===== src/rtl/l1_cache_ctrl.sv =====
// l1_cache_ctrl: direct-mapped, write-back, write-allocate L1 controller with
// one word per line, I/S/M line states and snoop-invalidate support. Misses
// issue at most one memory transaction at a time toward the shared memory.
//
// state  | meaning
// IDLE   | ready for a CPU request
// LOOKUP | tag compare, hit service, miss classification
// WB     | writing back the dirty victim, waiting for processor_resp
// GAP    | one idle bus cycle between writeback and fill
// FILL   | reading the requested word, waiting for processor_resp
// RESP   | one-cycle completion pulse to the CPU
module l1_cache_ctrl #(
  parameter int DATA_SIZE = 2,
  parameter int ADDR_W    = 14,
  parameter int NUM_LINES = 4
) (
  input  logic                   clk,
  input  logic                   reset_n,
  input  logic                   cpu_req_valid,
  output logic                   cpu_req_ready,
  input  logic                   cpu_we,
  input  logic [ADDR_W-1:0]      cpu_addr,
  input  logic [DATA_SIZE*8-1:0] cpu_wdata,
  output logic [DATA_SIZE*8-1:0] cpu_rdata,
  output logic                   cpu_resp_valid,
  output logic                   processor_req,
  output logic                   mem_read_req,
  output logic                   mem_write_req,
  output logic [ADDR_W-1:0]      addr,
  output logic [DATA_SIZE*8-1:0] mem_write_data,
  input  logic [DATA_SIZE*8-1:0] mem_read_data,
  input  logic                   processor_resp,
  input  logic                   snoop_inv,
  input  logic [ADDR_W-1:0]      snoop_addr,
  output logic [15:0]            hit_count,
  output logic [15:0]            miss_count
);

  localparam int DW    = DATA_SIZE * 8;
  localparam int IDX_W = $clog2(NUM_LINES);
  localparam int TAG_W = ADDR_W - IDX_W;

  localparam logic [1:0] L_I = 2'd0;
  localparam logic [1:0] L_S = 2'd1;
  localparam logic [1:0] L_M = 2'd2;

  typedef enum logic [2:0] {
    S_IDLE, S_LOOKUP, S_WB, S_GAP, S_FILL, S_RESP
  } state_t;

  state_t            state_q, state_d;
  logic [ADDR_W-1:0] req_addr_q, req_addr_d;
  logic              req_we_q, req_we_d;
  logic [DW-1:0]     req_wdata_q, req_wdata_d;
  logic [DW-1:0]     rdata_q, rdata_d;
  logic [15:0]       hit_count_q, hit_count_d;
  logic [15:0]       miss_count_q, miss_count_d;

  logic [TAG_W-1:0]  tag_q  [NUM_LINES];
  logic [TAG_W-1:0]  tag_d  [NUM_LINES];
  logic [DW-1:0]     data_q [NUM_LINES];
  logic [DW-1:0]     data_d [NUM_LINES];
  logic [1:0]        lst_q  [NUM_LINES];
  logic [1:0]        lst_d  [NUM_LINES];

  logic [IDX_W-1:0]  req_idx, snp_idx;
  logic [TAG_W-1:0]  req_tag, snp_tag;
  logic              snp_match, fill_snp, lookup_hit;
  logic [1:0]        vic_state;

  assign req_idx = req_addr_q[IDX_W-1:0];
  assign req_tag = req_addr_q[ADDR_W-1:IDX_W];
  assign snp_idx = snoop_addr[IDX_W-1:0];
  assign snp_tag = snoop_addr[ADDR_W-1:IDX_W];

  // A snoop hitting the indexed line in LOOKUP kills it before the compare,
  // so the access misses and a dirty copy is dropped rather than written back.
  assign snp_match  = snoop_inv && (lst_q[snp_idx] != L_I) && (tag_q[snp_idx] == snp_tag);
  assign vic_state  = (snp_match && (snp_idx == req_idx)) ? L_I : lst_q[req_idx];
  assign lookup_hit = (vic_state != L_I) && (tag_q[req_idx] == req_tag);
  assign fill_snp   = snoop_inv && (snoop_addr == req_addr_q);

  // State, request latch, line arrays and counters
  always_ff @(posedge clk) begin
    if (!reset_n) begin
      state_q      <= S_IDLE;
      req_addr_q   <= '0;
      req_we_q     <= 1'b0;
      req_wdata_q  <= '0;
      rdata_q      <= '0;
      hit_count_q  <= '0;
      miss_count_q <= '0;
      for (int i = 0; i < NUM_LINES; i++) begin
        tag_q[i]  <= '0;
        data_q[i] <= '0;
        lst_q[i]  <= L_I;
      end
    end else begin
      state_q      <= state_d;
      req_addr_q   <= req_addr_d;
      req_we_q     <= req_we_d;
      req_wdata_q  <= req_wdata_d;
      rdata_q      <= rdata_d;
      hit_count_q  <= hit_count_d;
      miss_count_q <= miss_count_d;
      for (int i = 0; i < NUM_LINES; i++) begin
        tag_q[i]  <= tag_d[i];
        data_q[i] <= data_d[i];
        lst_q[i]  <= lst_d[i];
      end
    end
  end

  // Next-state, line updates and counters; snoop applies first so that
  // installs in the same cycle (store miss, fill) take precedence
  always_comb begin
    state_d      = state_q;
    req_addr_d   = req_addr_q;
    req_we_d     = req_we_q;
    req_wdata_d  = req_wdata_q;
    rdata_d      = rdata_q;
    hit_count_d  = hit_count_q;
    miss_count_d = miss_count_q;
    tag_d        = tag_q;
    data_d       = data_q;
    lst_d        = lst_q;

    if (snp_match) lst_d[snp_idx] = L_I;

    case (state_q)
      S_IDLE: begin
        if (cpu_req_valid) begin
          req_addr_d  = cpu_addr;
          req_we_d    = cpu_we;
          req_wdata_d = cpu_wdata;
          state_d     = S_LOOKUP;
        end
      end
      S_LOOKUP: begin
        if (lookup_hit) begin
          if (hit_count_q != 16'hFFFF) hit_count_d = hit_count_q + 16'd1;
          if (req_we_q) begin
            data_d[req_idx] = req_wdata_q;
            lst_d[req_idx]  = L_M;
          end else begin
            rdata_d = data_q[req_idx];
          end
          state_d = S_RESP;
        end else begin
          if (miss_count_q != 16'hFFFF) miss_count_d = miss_count_q + 16'd1;
          if (vic_state == L_M) begin
            state_d = S_WB;
          end else if (req_we_q) begin
            tag_d[req_idx]  = req_tag;
            data_d[req_idx] = req_wdata_q;
            lst_d[req_idx]  = L_M;
            state_d         = S_RESP;
          end else begin
            state_d = S_FILL;
          end
        end
      end
      S_WB: begin
        if (processor_resp) begin
          lst_d[req_idx] = L_I;
          if (req_we_q) begin
            tag_d[req_idx]  = req_tag;
            data_d[req_idx] = req_wdata_q;
            lst_d[req_idx]  = L_M;
            state_d         = S_RESP;
          end else begin
            state_d = S_GAP;
          end
        end
      end
      S_GAP: state_d = S_FILL;
      S_FILL: begin
        if (processor_resp) begin
          tag_d[req_idx]  = req_tag;
          data_d[req_idx] = mem_read_data;
          lst_d[req_idx]  = fill_snp ? L_I : L_S;
          rdata_d         = mem_read_data;
          state_d         = S_RESP;
        end
      end
      S_RESP:  state_d = S_IDLE;
      default: state_d = S_IDLE;
    endcase
  end

  // Memory-side and CPU-side outputs decoded from the current state
  always_comb begin
    processor_req  = 1'b0;
    mem_read_req   = 1'b0;
    mem_write_req  = 1'b0;
    addr           = '0;
    mem_write_data = '0;
    case (state_q)
      S_WB: begin
        processor_req  = 1'b1;
        mem_write_req  = 1'b1;
        addr           = {tag_q[req_idx], req_idx};
        mem_write_data = data_q[req_idx];
      end
      S_FILL: begin
        processor_req = 1'b1;
        mem_read_req  = 1'b1;
        addr          = req_addr_q;
      end
      default: ;
    endcase
  end

  assign cpu_req_ready  = reset_n && (state_q == S_IDLE);
  assign cpu_resp_valid = (state_q == S_RESP);
  assign cpu_rdata      = rdata_q;
  assign hit_count      = hit_count_q;
  assign miss_count     = miss_count_q;

endmodule


===== config.mk =====
export PLATFORM = sky130hd
export DESIGN_NAME = l1_cache_ctrl
export DESIGN_NICKNAME = d
export VERILOG_FILES = /design/src/rtl/l1_cache_ctrl.sv
export SDC_FILE = /design/constraint.sdc
export NUM_CORES = 1
export LEC_CHECK = 0
export ABC_AREA = 1
export CAP_MARGIN = 10
export CORE_ASPECT_RATIO = 1.4
export CORE_MARGIN = 8
export CORE_UTILIZATION = 60
export DETAILED_ROUTE_END_ITERATION = 8
export PLACE_DENSITY_LB_ADDON = 0.2
export SYNTH_ARGS = -nofsm -noshare
export SYNTH_HDL_FRONTEND = slang
export SYNTH_SLANG_ARGS = --single-unit

===== constraint.sdc =====
create_clock -name clk -period 3.3 [get_ports clk]
set_input_delay 0.33 -clock clk [delete_from_list [all_inputs] [get_ports clk]]
set_output_delay 0.33 -clock clk [all_outputs]
set_load 0.005 [all_outputs]

======== Yosys cells after proc, flatten, opt, wreduce, memory -nomap -nowiden ========
Index checks and enable logic that the tools add are counted.
word-level totals
  logic and storage cells ................. 144
  register bits after elaboration ......... 202
  output and inout bits ................... 83
operators by class
  reductions and logical operators ........ 21
  add/subtract/negate cells ............... 2
  bitwise gates (word level) .............. 12
  muxes and demuxes ....................... 66
  eq/ne operators ......................... 20
  order comparisons ....................... 4
operator list
  kind                     number
  $mux W64                 5
  $mux W48                 5
  $pmux W64 S3             1
  $pmux W48 S3             1
  $bwmux W64               2
  $mux W16                 7
  $mux W12                 5
  $mux W8                  7
  $bmux W12 S2             2
  $bwmux W48               1
  $add A16 B1 Y16 const B  2
  $bmux W16 S2             1
  $demux W16 S2            1
  $ne A16 B16 Y1 const B   2
  $pmux W16 S2             1
  $pmux W14 S2             1
  $demux W12 S2            1
  $eq A12 B12 Y1           2
  $pmux W8 S3              1
  $mux W3                  6
  $and A8 B8 Y8            2
  $not A8 Y8               2
  $pmux W3 S5              1
  $eq A14 B14 Y1           1
  other kinds (28)         65

======== Longest topological paths before layout ========
  depth after elaboration ................. 13
  mapped depth ............................ 20
  mapped depth without buffers ............ 18

======== Worst setup path before layout ========
OpenSTA, ideal clock, no wires.
  kind .................................... input to register
  start point ............................. in snoop_addr[0]
  end point ............................... reg data_q[27] in the netlist's numbering
  path slack .............................. 1083 ps
  cell stages on the path ................. 15
  arrival time ............................ 2089 ps
  path through ............................ buf_4 > buf_4 > o21ai_0 > nand2_1 > nand3_1 > nand2_1 > nor2_1 > nand2_1 > nor2_1 > nand3_2 > nand4_2 > nand3_1 > clkbuf_1 > o21ai_0 > a21oi_1
between the ends
  cells in the longest elaborated chain, start to end .. 13
  elaborated cells on any way between the ends .. 21
  classes of those cells .................. 4 x eq/ne; 9 x mux; 1 x bitwise; 7 x reduce/logical
RTL lines
  what                                                                RTL line  text
  start, declared                                                     34        input logic [ADDR_W-1:0] snoop_addr,
  branches (longest 7 deep; another with $bmux W12 S2)                n/a
  $logic_and A1 B1 Y1 (*)                                             79        assign vic_state = (snp_match && (snp_idx == req_idx)) ? L_I : lst_q[req_idx];
  $mux W2 (*)                                                         79
  $reduce_bool A2 Y1                                                  80        assign lookup_hit = (vic_state != L_I) && (tag_q[req_idx] == req_tag);
  $logic_and A1 B1 Y1                                                 80
  $ne A3 B3 Y1 (no source line) or $mux W64 (tied branches)           n/a
  $reduce_and A4 Y1 (no source line) or $pmux W64 S3 (tied branches)  n/a
  end signal, assigned by index                                       108       data_q[i] <= data_d[i];
  end, declared                                                       61        logic [DW-1:0] data_q [NUM_LINES];
Every way passes the cells marked *. The select of a mux whose other input is x is not followed.
A chain may end at the register's enable or synchronous reset.

======== Worst setup path after layout ========
  start point ............................. reg req_addr_q[0]
  end point ............................... out mem_write_data[1]
between the ends
  cells in the longest elaborated chain, start to end .. 5
RTL lines
  what                                         RTL line  text
  start, declared                              52        logic [ADDR_W-1:0] req_addr_q, req_addr_d;
  start signal, assigned                       100       req_addr_q <= req_addr_d;
  $not A2 Y3 (implied by the code)             203       mem_write_data = data_q[req_idx];
  $bmux W16 S2                                 203
  $mux W16 (implied by the code) (2 in a row)  203
  $mux W16                                     198       case (state_q)
  end, declared                                30        output logic [DATA_SIZE*8-1:0] mem_write_data,
No other way between the ends. The select of a mux whose other input is x is not followed.

==> results_dict.tcl <==
set metrics [dict create \
    vdd_drop_max_mv 0.509 \
    layout_commonest_cell "nand2_1" \
    total_power_mw 7.89 \
    power.switching_mw 2.95 \
    floorplan.die_area_um2 22600 \
    detailed_place_hpwl_mm 25.6 \
    detailedRoute.firstPassIterationCount 6 \
    finClkSkew_ns 0.0243 \
    power.share.combinational_pct 32.5 \
    filler_cell_count 1496 \
    layout.cells.non_filler 2041 \
    final_hold_viol_count 0 \
    combined_buffer_and_inverter_count_along_the_critical_path 3 \
    fin_ws_ns 0.114 \
    cpLargestDelayFamily "buffers and inverters" \
    die_height_um 175 \
    port_buffers 148 \
    timing.critical_path.arrival_ns 2.86 \
    core-area_um2 17800 \
    antennaDiodeCount 0 \
    pwr-share-clk_pct 29.2 \
    ctsLongestPathBuffers 3 \
    status "complete, no violations" \
    post_route_wl_mm 35.7 \
    fraction_of_final_layout_cells_sized_beyond_drive_strength_1_pct 6.27 \
    worst-slew-pin-transition_ns 0.735 \
    ys_warn_count 0 \
    maxCapViolations 0 \
    starting_density_of_the_core_pct 60.6 \
    dieWidth_um 129 \
    first_iter_violations 1031 \
    postLayoutCellArea_um2 13100 \
    globalRouteTotalUtil_pct 31.4 \
    rsz0062_at_grt "false" \
    critPathMaxFanout 17 \
    critPathLaunchType "flip-flop" \
    antenna_found_initial 0 \
    p_seq_share_pct 38.3 \
    detailroute.via_count 11600 \
    wl_met1_mm 12.3 \
    cpMaxStageDelayCell "a221oi_1" \
    grt.overflow.total 0 \
    wl_met3_mm 2.10 \
    cts_buf_count 21 \
    insertion_delay_ns 0.51 \
    most_used_cells_in_the_layout_excluding_fill_and_tap_cells "377 x nand2_1, 245 x nor2_1, 222 x inv_1" \
    netSwitchingFraction_pct 37.4 \
    hold_path.class "in2reg" \
    min_period_ns 3.19 \
    cellPowerDensity_nw_per_um2 603 \
    leakagePower_nw 5.47 \
    met2WireLength_mm 18.0 \
    crit_path_end "mem_write_data[1]" \
    cts_tree "built" \
    path_clk_slew_ns 0.06 \
    synth-seq-area-share_pct 37.5 \
    synthCells 1672 \
    routedWlPerCell_um 17.5 \
    slew_violations 0 \
    criticalPathCategory "reg2out" \
    crit-reg2reg-capture "tag_q[17]" \
    hp-start "reset_n" \
    dr.max_layer_used "met4" \
    area.growth.synth_to_final_pct 21.5 \
    worstPathRequired_ns 2.97 \
    fmax_ghz 0.314 \
    final_core_util_pct 73.6 \
    dp_cells 2005 \
    crit-reg2reg-launch "req_addr_q[0]" \
    largest_net_degree_at_the_start_of_global_routing 73 \
    design.portCount 149 \
    finalSetupTns_ns 0 \
    drc 0 \
    path_depth 7 \
    wire_length_of_the_first_global_routing_pass_mm 56.5 \
    period_share_pct 96.5 \
    tritoncts_num_sinks 202 \
    detailed_place.area_um2 12400 \
    finalWeightedCongestion 0.966 \
    fp-row-count 58 \
    timing.reg2reg.setup_slack_ns 0.31 \
    syn_nets 1740 \
    postSynthRegisterBits 202 \
    worst_slew_margin_rel_pct 51.0 \
    placement.setup.worst_slack_ns 0.0886 \
    setup.worst_path.end_class "output port" \
    netlist_area_um2 10800 \
    crit_chain "buf_12, nand2_4, buf_4, o22ai_1, a221oi_1, nor2_1, clkdlybuf4s50_1" \
    internal_power_mw 4.94 \
    reg2regPathDepth 16 \
    clock-root-buffer "clkbuf_16" \
    worstSetupStartpoint "req_addr_q[0]" \
    antenna_violating_nets_post_route 0 \
    hold_ws_ns 0.305 \
    clock_tree.htree_level_count 1 \
    avgViaCountPerCell 5.68 \
    post_synth_num_cell_types 44 \
    syn-mean-instance-area_um2 6.44 \
    finish.net_count 1856 \
    first_global_vias 11300 \
    setup_violations 0 \
    cpPeakStageDelay_ns 0.57 \
]
-- sequential cells by signal (all words and copies together) (netlist names) --
register,cells
lst_q,8
req_wdata_q,16
hit_count,16
tag_q,48
miss_count,16
cpu_rdata,16
state_q,3
data_q,64
req_we_q,1
req_addr_q,14
-- per-layer routing --
layer / track usage [%] / up-vias
met4: 26.9 / 0
met3: 4.42 / 215
met1: 30.9 / 5275
li1: - / 5598
met5: 0 / -
met2: 55.9 / 509
-- synth_stat cells, drive strengths merged --
cell / n / area share [%]
xor2: 7 / 0.57
o21a: 16 / 1.1
nand3b: 1 / 0.070
nand2: 381 / 14
a221oi: 17 / 1.4
ha: 2 / 0.23
o21ai: 178 / 8.3
nor3: 10 / 0.51
dfxtp: 202 / 38
o2111ai: 1 / 0.081
nand4: 27 / 1.9
nor2: 256 / 9.4
xnor2: 1 / 0.081
inv: 230 / 8.1
a21oi: 152 / 7.6
buf: 32 / 2.1
nor4: 5 / 0.29
a31oi: 7 / 0.41
and3: 1 / 0.058
a41oi: 1 / 0.081
nand3: 68 / 3.4
clkbuf: 54 / 1.9
a32oi: 1 / 0.15
o211ai: 1 / 0.070
o22ai: 21 / 1.2
-- worst reg2reg max path, cell delays in order (launching register included) --
cell and delay (ns):
dfxtp_2 0.40, buf_12 0.19, o21ai_0 0.47, nand2_1 0.18, nand2_1 0.15, nand2_1 0.06, nand2_1 0.07, nand2_1 0.05
nor2_1 0.08, nand2_1 0.09, nor2_4 0.24, nand3_4 0.23, nand4_2 0.11, buf_4 0.32, nand2_1 0.09, nand2_1 0.09
nor2_1 0.06
-- cell families (layout without fill, tap and decap cells) --
logic type	after synthesis	after routing	synth area share [%]
flops	202	202	37.5
xor+xnor	8	8	0.651
buf+inv	316	445	12.0
compound gates	395	395	20.3
simple gates	749	749	29.2
fa+ha+maj	2	2	0.232
-- power by group through the flow --
| stage | combinational (mW) | clock, mW | sequential [mW] |
|---|---|---|---|
| 4_1_cts | 2.52 | 2.32 | 3.01 |
| 2_1_floorplan | 1.70 | 0 | 2.94 |
| 5_1_grt | 2.81 | 2.40 | 3.05 |
| 3_5_place_dp | 2.50 | 0 | 3.06 |
| 6_report | 2.56 | 2.30 | 3.02 |
| 3_3_place_gp | 2.45 | 0 | 3.05 |
-- what timing repair did --
item	CTS	global route
setup endpoints to repair	0	61
setup buffers	0	0
hold buffers	0	0
hold endpoints to repair	0	0
gates resized for setup	0	2
-- layout make-up --
type / instances / area, µm² / area share, %
clock inverter: 9 / 85.1 / 0.650
sequential: 202 / 4050 / 30.9
timing repair buffer: 179 / 1770 / 13.6
multi-input combinational: 1154 / 5440 / 41.6
inverter: 230 / 871 / 6.65
clock buffer: 27 / 568 / 4.34
tap: 240 / 300 / 2.29
-- worst min-delay path by stage --
stage | endpoint | slack [ns] | depth (start not counted)
2_1_floorplan | data_q[16] | 0.42 | 2
3_3_place_gp | data_q[39] | 0.43 | 2
3_5_place_dp | data_q[16] | 0.44 | 2
4_1_cts | data_q[44] | 0.30 | 3
5_1_grt | cpu_rdata[15] | 0.32 | 3
6_report | req_wdata_q[15] | 0.31 | 3
Note: power is estimated with default switching activity, not from simulation.
